$ cat src/rtl/linear_interp_upsampler.sv
// Linear-interpolation upsampler by L = 2**INTERP_LOG2. Each accepted input pair
// (prev, curr) produces L outputs stepping from prev toward curr with floor rounding.
module linear_interp_upsampler #(
   parameter int unsigned DATA_WIDTH  = 16,
   parameter int unsigned INTERP_LOG2 = 3
) (
   input  logic                  clk,
   input  logic                  rst,
   input  logic                  in_valid,
   output logic                  in_ready,
   input  logic [DATA_WIDTH-1:0] in_data,
   output logic                  out_valid,
   input  logic                  out_ready,
   output logic [DATA_WIDTH-1:0] out_data,
   output logic                  out_first
);

   localparam int unsigned DIFF_W = DATA_WIDTH + 1;
   localparam int unsigned PROD_W = DATA_WIDTH + 1 + INTERP_LOG2;

   typedef enum logic [1:0] {IDLE, PRIME, RUN, NEXT} state_t;

   state_t                   state_q, state_d;
   logic [DATA_WIDTH-1:0]    prev_q, prev_d;
   logic [DATA_WIDTH-1:0]    curr_q, curr_d;
   logic [DATA_WIDTH-1:0]    out_data_q, out_data_d;
   logic [INTERP_LOG2-1:0]   k_q, k_d;
   logic                     out_valid_q, out_valid_d;
   logic                     out_first_q, out_first_d;
   logic                     in_ready_q, in_ready_d;

   logic signed [DIFF_W-1:0] diff_c;
   logic signed [PROD_W-1:0] diff_ext_c;
   logic signed [PROD_W-1:0] k_ext_c;
   logic signed [PROD_W-1:0] prod_c;
   logic signed [PROD_W-1:0] step_c;
   logic [DATA_WIDTH-1:0]    interp_c;
   logic                     in_xfer_c;
   logic                     slot_free_c;

   // Interpolated sample for the current phase; result always lies between prev and curr
   always_comb begin
      diff_c     = $signed({curr_q[DATA_WIDTH-1], curr_q}) - $signed({prev_q[DATA_WIDTH-1], prev_q});
      diff_ext_c = PROD_W'(diff_c);
      k_ext_c    = $signed(PROD_W'(k_q));
      prod_c     = diff_ext_c * k_ext_c;
      step_c     = prod_c >>> INTERP_LOG2;
      interp_c   = prev_q + step_c[DATA_WIDTH-1:0];
   end

   always_comb begin
      state_d     = state_q;
      prev_d      = prev_q;
      curr_d      = curr_q;
      out_data_d  = out_data_q;
      k_d         = k_q;
      out_valid_d = out_valid_q;
      out_first_d = out_first_q;
      in_xfer_c   = in_valid && in_ready_q;
      slot_free_c = !out_valid_q || out_ready;

      if (out_valid_q && out_ready) begin
         out_valid_d = 1'b0;
         out_first_d = 1'b0;
      end

      case (state_q)
         IDLE: begin
            if (in_xfer_c) begin
               curr_d  = in_data;
               state_d = PRIME;
            end
         end
         PRIME, NEXT: begin
            if (in_xfer_c) begin
               prev_d  = curr_q;
               curr_d  = in_data;
               k_d     = '0;
               state_d = RUN;
            end
         end
         RUN: begin
            if (slot_free_c) begin
               out_data_d  = interp_c;
               out_valid_d = 1'b1;
               out_first_d = (k_q == '0);
               k_d         = k_q + INTERP_LOG2'(1);
               if (k_q == '1) begin
                  state_d = NEXT;
               end
            end
         end
         default: state_d = IDLE;
      endcase

      // Registered so the handshake never sees a path from out_ready or in_valid
      in_ready_d = (state_d != RUN);
   end

   always_ff @(posedge clk or posedge rst) begin
      if (rst) begin
         state_q     <= IDLE;
         prev_q      <= '0;
         curr_q      <= '0;
         out_data_q  <= '0;
         k_q         <= '0;
         out_valid_q <= 1'b0;
         out_first_q <= 1'b0;
         in_ready_q  <= 1'b1;
      end else begin
         state_q     <= state_d;
         prev_q      <= prev_d;
         curr_q      <= curr_d;
         out_data_q  <= out_data_d;
         k_q         <= k_d;
         out_valid_q <= out_valid_d;
         out_first_q <= out_first_d;
         in_ready_q  <= in_ready_d;
      end
   end

   assign in_ready  = in_ready_q;
   assign out_valid = out_valid_q;
   assign out_data  = out_data_q;
   assign out_first = out_first_q;

endmodule
$ cat config.mk
export PLATFORM = sky130hd
export DESIGN_NAME = linear_interp_upsampler
export DESIGN_NICKNAME = d
export VERILOG_FILES = /design/src/rtl/linear_interp_upsampler.sv
export SDC_FILE = /design/constraint.sdc
export NUM_CORES = 1
export LEC_CHECK = 0
export CAP_MARGIN = 10
export CORE_MARGIN = 1.5
export CORE_UTILIZATION = 60
export CTS_CLUSTER_SIZE = 30
export DETAILED_ROUTE_END_ITERATION = 7
export PLACE_DENSITY = 0.9
export SYNTH_ARGS = -nofsm -noshare
export SYNTH_HDL_FRONTEND = slang
export SYNTH_SLANG_ARGS = --single-unit
$ cat constraint.sdc
create_clock -name clk -period 6.85 [get_ports clk]
set_clock_uncertainty 0.05 [all_clocks]
set_input_delay 1.0275 -clock clk [delete_from_list [all_inputs] [get_ports clk]]
set_output_delay 1.0275 -clock clk [all_outputs]
set_load 0.02 [all_outputs]
## Word level (Yosys, flattened, before mapping)

Cells that the tools add are included.
Widths: inputs -> output; s select.

- Flip-flop bits (word level): 56
- Bits of input ports: 20
- Logic and storage cells: 46

- $add $sub $neg: 3
- $mul: 1
- Equal/unequal tests: 7
- Muxes and demuxes: 14
- Reduce and logical (&&, ||, !) cells: 13

Operators by type and width:

| kind | number |
|---|---|
| $mul 17x4->19 | 1 |
| $sub 16x16->17 | 1 |
| $add 16x16->16 | 1 |
| $mux 2 | 4 |
| $mux 1 | 6 |
| $mux 3 | 2 |
| $ne 2x2->1 const B | 3 |
| $pmux 2 s3 | 1 |
| $pmux 3 s2 | 1 |
| $reduce_and 2->1 | 3 |
| $eq 2x2->1 const B | 2 |
| $add 3x1->3 const B | 1 |
| $eq 3x3->1 const B | 1 |
| $logic_not 3->1 | 1 |
| $reduce_and 3->1 | 1 |
| $reduce_or 3->1 | 1 |
| $eq 2x1->1 const B | 1 |
| $logic_and 1x1->1 | 2 |
| $logic_not 2->1 | 1 |
| $reduce_bool 2->1 | 1 |
| $reduce_or 2->1 | 1 |
| $logic_not 1->1 | 1 |
| $logic_or 1x1->1 | 1 |

## Longest topological paths before layout

Gate-level depths: netlist of the first run.

- Depth after elaboration: 5
- Gate-level depth with buffers: 30
- Depth with buffers taken out: 30

## Least setup slack after synthesis of the first run

OpenSTA, ideal clock, no wires.

- Path kind: register to register
- Start point: register prev_q[0]
- End point: register out_data_q[15] (netlist: out_data[15])
- Setup time: 131 ps
- Arrival: 5425 ps
- Required time: 6669 ps
- Setup slack: 1245 ps
- Stages on the path, launching flop included: 27
- Clock period less this slack: 5605 ps
- Path through: dfrtp_1 ha_1 fa_1 nor2b_1 o21a_1 o21a_1 o21ai_0 nor2b_1 xnor2_1 and2_1 ha_1 inv_1 fa_1 inv_1 ha_1 or3_4 o311ai_4 o21bai_1 a21oi_1 o21ai_0 xor2_1 ha_1 nand2_1 o311a_1 a211o_1 xnor3_1 o21ai_1

- Word-level cells in the longest chain between the ends: 3

RTL lines:

| what | line | source |
|---|---|---|
| start, declared | 24 | `logic [DATA_WIDTH-1:0] prev_q, prev_d;` |
| start signal, assigned | 112 | `prev_q <= prev_d;` |
| $sub 16x16->17 | 43 | `diff_c = $signed({curr_q[DATA_WIDTH-1], curr_q}) - $signed({prev_q[DATA_WIDTH-1], prev_q});` |
| $mul 17x4->19 | 46 | `prod_c = diff_ext_c * k_ext_c;` |
| $add 16x16->16 * | 48 | `interp_c = prev_q + step_c[DATA_WIDTH-1:0];` |
| end signal, assigned | 114 | `out_data_q <= out_data_d;` |
| end, declared | 26 | `logic [DATA_WIDTH-1:0] out_data_q, out_data_d;` |

Mark *: on every way between the ends. The rest lies on a longest branch, timed or not.
A chain may end at the register's enable or synchronous reset.

## Worst setup path after layout of the first run

- Start point: register prev_q[1]
- End point: register out_data_q[14] (netlist: out_data[14])

The elaborated chain is that of the path after synthesis.

==> results.yml, run 1 <==
synth:
  synth_nets: 731
  netlist_instances: 626
  ys_seq_area_frac: 0.255
  synth_top_area_frac: 0.251
  async_reset_ff_frac: 1.00
  synth_area_um2: 5490
  yosysMostFrequentCell: "inv_1"
  ys_types: 64
  synth_edf_count: 0
  ys_warn_count: 0
  netlist_top_cells_area: "dfrtp_1 (25%), ha_1 (15%), fa_1 (6.6%), mux2_2 (5.9%), inv_1 (5.8%)"
  synth_ff_type: "dfrtp_1"
  yosys.area.top_type: "dfrtp_1"
  synth-seq-cells: 56
  ys_top_cells_by_count: "inv_1 (85), ha_1 (67), dfrtp_1 (55), nand2_1 (55), nor2_1 (32)"
  syn_area_per_cell_um2: 8.77
sta:
  rsz0062_at_grt: "false"
  tightest_slew_ns: 1.26
  setup_ws_ns: 0.510
  finalMaxSlewViolations: 0
  whs_ns: 0.439
  hold_viol_final: 0
  setup_tns_ns: 0
  slew_headroom: 0.156
  fmax_ghz: 0.158
  fin_crit_ns: 6.34
  setup_violations: 0
  period_share: 0.926
critical_path:
  end_kind: "flip-flop"
  required_ns: 7.06
  crit_type: "flip-flop to flip-flop"
  worstSetupStartpointType: "flip-flop"
  path_max_fanout: 5
  crit_arrival_ns: 6.55
  r2r_setup_slack_ns: 0.51
placed_design:
  dp_slack_ns: 0.706
  dp_hpwl_um: 10800
  dp.cells: 759
  io_buffer_count: 38
  gp_congestion: 0.929
drt:
  routedWlPerCell_um: 17.9
  routed_via_density: 6.22
  antenna_left: 0
  met2_length_um: 6880
  wirelength_um: 13700
  drtIter0Drc: 216
  vias: 4772
  routed.top_layer: "met4"
  routedLengthMet1_um: 5500
  dr_wl_met3_um: 659
  dr.pass1.iters: 7
  drcViolationCount: 2
clocking:
  numCtsBuffers: 5
  tritoncts: "built"
  clock_path_buffers: 2
  postCtsSetupRepairBufs: 0
  clk_latency_ns: 0.32
  htree_levels: 2
  root_buffer: "clkbuf_8"
  ctsResizeCount: 0
  cts.clk_slew.worst_paths_ns: 0.11
  cts_hold_buf: 0
  clock_sinks: 56
floorplan:
  die_area_um2: 9740
  start_util: 0.624
  pin_count: 39
  die-width_um: 98.7
  coreArea_um2: 8810
  num_rows: 34
  fp.dieH_um: 98.7
finish:
  nFillCells: 659
  drive_gt1_frac: 0.0789
  syn2layout_area_growth_pct: 11.0
  nets: 763
  final_cells: 767
  antenna_cells: 0
global_route:
  grt_usage: 0.292
  grt_start_max_net_pins: 57
  grt_pass1_vias: 4948
  grt_pass1_wl_um: 22900
  overflow: 0
  antenna_found_initial: 0
run:
  cap_violations: 0
status:
  violations: "DRC"
  status: "finished with violations"
hold_path:
  hold_path_class: "flip-flop to flip-flop"
==> cells in the final DEF (no fill, tap or decap), types with 4 or more instances in the layout <==
cell type,instances
and3_1,6
mux2_2,29
a21oi_1,25
fa_1,18
nand3_1,15
ha_1,67
o21a_1,9
o211ai_1,5
nand4_1,4
o21bai_1,5
inv_1,84
nor2b_1,8
a211oi_1,6
clkdlybuf4s50_1,38
nor4_1,5
dfrtp_1,55
nand2b_1,10
nor2_1,32
nor3_1,17
o21ai_0,29
nand3b_1,5
or3_1,6
nand2_1,55
xnor2_1,26
a21o_1,11
and2_1,21
xor2_1,7
clkbuf_8,5
==> state kept, by name, summed over array words and instances (netlist names) <==
name	count
curr_q	16
out_valid	1
in_ready	1
prev_q	16
state_q	2
out_first	1
k_q	3
out_data	16
==> worst paths after layout <==
check | start | end | cells after the start
setup / recovery | prev_q[1] | out_data[14] | 26
hold / removal | out_data[4] | out_data[4] | 2
setup reg to reg | prev_q[1] | out_data[14] | 26
hold reg to reg | out_data[4] | out_data[4] | 2
max in group asynchronous | rst | prev_q[3] | 3
min in group asynchronous | rst | curr_q[14] | 3
==> cell type report <==
type                    instances  area [µm²]  area share
clock buffers                   6        72.6      0.0119
repair buffers                 41         403      0.0661
inverters                      86         323      0.0529
multi-input cells             468        3700       0.607
well taps                     108         135      0.0222
flip-flops and latches         56        1400       0.230
clock inverters                 2        60.1     0.00985
==> per-stage QoR <==
stage	utilization	cell area, µm²
CTS	0.693	6100
finish	0.693	6100
global placement	0.678	5970
global route	0.693	6100
detailed placement	0.678	5970
floorplan	-	5490
==> metal layers <==
metal  GRT usage  up-vias
met5           0        -
met4       0.137        0
met3      0.0404       59
met2       0.519      179
met1       0.350     2315
li1            -     2219
==> critical path: stages (launching register included) <==
cell and delay (ns):
dfrtp_1 0.47, inv_1 0.08, ha_1 0.28, nor2b_1 0.17
o21ai_1 0.10, a21boi_1 0.20, o21ai_0 0.13, a21oi_1 0.34
o21a_1 0.20, xnor2_1 0.18, nor2_1 0.09, ha_1 0.29
inv_1 0.05, fa_1 0.56, inv_1 0.05, ha_1 0.23
or3_4 0.40, o311ai_4 0.28, o21bai_1 0.11, a21oi_1 0.22
xnor2_1 0.10, ha_1 0.36, nand2_1 0.15, nor4_1 0.55
nor3_1 0.20, nor4_1 0.28, nand3b_1 0.14
==> logic make-up (layout without fill, tap and decap cells) <==
kind of cell | after synthesis | count (layout) | share of synthesized area
AOI/OAI and AO/OA | 124 | 124 | 0.156
muxes | 32 | 32 | 0.0649
buffers and inverters | 102 | 135 | 0.0704
xor gates and xnor gates | 34 | 34 | 0.0567
adders and majority gates | 85 | 85 | 0.218
DFF | 56 | 56 | 0.255
and+or+nand+nor | 193 | 193 | 0.178
Power of run 1 is not shown: default switching activity piles up to over one toggle a cycle in this logic, so the estimate is an artifact.
==> run 2, diff against run 1 <==
--- a/config.mk
+++ b/config.mk
@@ -6,8 +6,10 @@
 export NUM_CORES = 1
 export LEC_CHECK = 0
 export CAP_MARGIN = 10
+export CELL_PAD_IN_SITES_DETAIL_PLACEMENT = 0
+export CELL_PAD_IN_SITES_GLOBAL_PLACEMENT = 1
 export CORE_MARGIN = 1.5
-export CORE_UTILIZATION = 60
+export CORE_UTILIZATION = 46
 export CTS_CLUSTER_SIZE = 30
 export DETAILED_ROUTE_END_ITERATION = 7
 export PLACE_DENSITY = 0.9
==> run 2 against run 1 <==
Fmax increased by 3.5%. The flow now finishes without violations. Critical path type unchanged. Worst setup slack better by 0.21 ns. Final area is 1.7% higher. Critical endpoint unchanged.
==> results.yml, run 2 (same netlist as run 1, synthesis figures left out) <==
clocking:
  numCtsBuffers: 5
  root_buffer: "clkbuf_16"
  cts.clk_slew.worst_paths_ns: 0.08
  postCtsSetupRepairBufs: 0
  htree_levels: 2
  tritoncts: "built"
  cts_hold_buf: 0
  clock_sinks: 56
  clock_path_buffers: 2
  clk_latency_ns: 0.30
  ctsResizeCount: 0
critical_path:
  required_ns: 7.04
  crit_arrival_ns: 6.32
  path_max_fanout: 5
  end_kind: "flip-flop"
  crit_type: "flip-flop to flip-flop"
  worstSetupStartpointType: "flip-flop"
finish:
  layout_commonest_cell: "inv_1"
  nFillCells: 1096
  drive_gt1_frac: 0.0846
  final_cell_mix: "inv_1 (84), ha_1 (67), nand2_1 (55), dfrtp_1 (55), clkdlybuf4s50_1 (38)"
  nets: 766
  antenna_cells: 0
  syn2layout_area_growth_pct: 13.0
hold_path:
  hold_path_class: "flip-flop to flip-flop"
floorplan:
  die-width_um: 112
  start_util: 0.477
  die_area_um2: 12600
  num_rows: 39
  coreArea_um2: 11500
  fp.dieH_um: 112
  pin_count: 39
sta:
  fmax_ghz: 0.163
  fin_crit_ns: 6.13
  period_share: 0.894
  finalMaxSlewViolations: 0
  setup_tns_ns: 0
  tightest_slew_ns: 0.987
  hold_viol_final: 0
  slew_headroom: 0.341
  rsz0062_at_grt: "false"
  setup_violations: 0
global_route:
  grt_pass1_vias: 4436
  grt_start_max_net_pins: 57
  grt_pass1_wl_um: 21300
  overflow: 0
  grt_usage: 0.210
  antenna_found_initial: 0
drt:
  routedWlPerCell_um: 16.0
  vias: 4498
  wirelength_um: 12800
  drtIter0Drc: 190
  antenna_left: 0
  routed_via_density: 5.59
  drcViolationCount: 0
  dr.pass1.iters: 6
placed_design:
  gp_congestion: 0.857
  dp_hpwl_um: 10100
  io_buffer_count: 38
status:
  status: "finished clean"
run:
  cap_violations: 0
-- run 2: changes by cell type in the layout (fill, tap and decap cells not counted), sizes merged --
cell / previous run / this run
buf: 3 / 6
bufinv: 2 / 1
clkbuf: 6 / 5
clkinvlp: 0 / 1
inv: 85 / 86
-- run 2: stage by stage --
step	area, µm²	hold slack, ns	instances	worst slack, ns	util
final	6200	0.429	805	0.724	0.539
after global placement	6030	0.409	797	0.863	0.524
after global routing	6200	0.460	805	0.365	0.539
after detailed placement	6030	0.412	797	0.764	0.524
after CTS	6200	0.431	805	0.737	0.539
after floorplan	5490	0.423	626	1.24	-
-- run 2: final cells by class --
type | instances | area (µm²) | area share
clock buffer | 5 | 125 | 0.0202
sequential | 56 | 1400 | 0.226
clock inverter | 3 | 46.3 | 0.00746
inverter | 86 | 323 | 0.0520
multi-input combinational | 468 | 3700 | 0.597
timing repair buffer | 44 | 425 | 0.0686
tap | 143 | 179 | 0.0288
-- run 2: final timing paths --
kind | from | to | slack [ns] | cells after the start
setup reg to reg | prev_q[1] | out_data[14] | 0.72 | 25
min in group asynchronous | rst | state_q[1] | 1.19 | 3
hold reg to reg | out_data[0] | out_data[0] | 0.43 | 2
setup / recovery | prev_q[1] | out_data[14] | 0.72 | 25
max in group asynchronous | rst | curr_q[6] | 5.05 | 3
hold / removal | out_data[0] | out_data[0] | 0.43 | 2
-- run 2: critical path, stage by stage (launching register included) --
cell and delay (ns):
dfrtp_1 0.47, inv_1 0.07, ha_1 0.28, nor2b_1 0.13, o21ai_1 0.17, a21boi_1 0.11
o21ai_0 0.23, a21oi_1 0.20, a211o_1 0.33, a21oi_1 0.35, mux2i_1 0.14, ha_1 0.28
inv_1 0.05, fa_1 0.53, inv_1 0.04, ha_1 0.35, a21oi_2 0.18, nor2_1 0.07
a211oi_1 0.39, nor2_1 0.10, or4_1 0.52, ha_1 0.31, inv_1 0.08, o41ai_1 0.41
a31oi_1 0.10, nand3b_1 0.11
-- run 2: layer usage --
metal | routed length [µm] | global-route usage
met5 | 0 | 0
met2 | 6260 | 0.366
met4 | 333 | 0.0650
met3 | 394 | 0.0313
met1 | 5860 | 0.269
Power of run 2 is left out for the same reason.
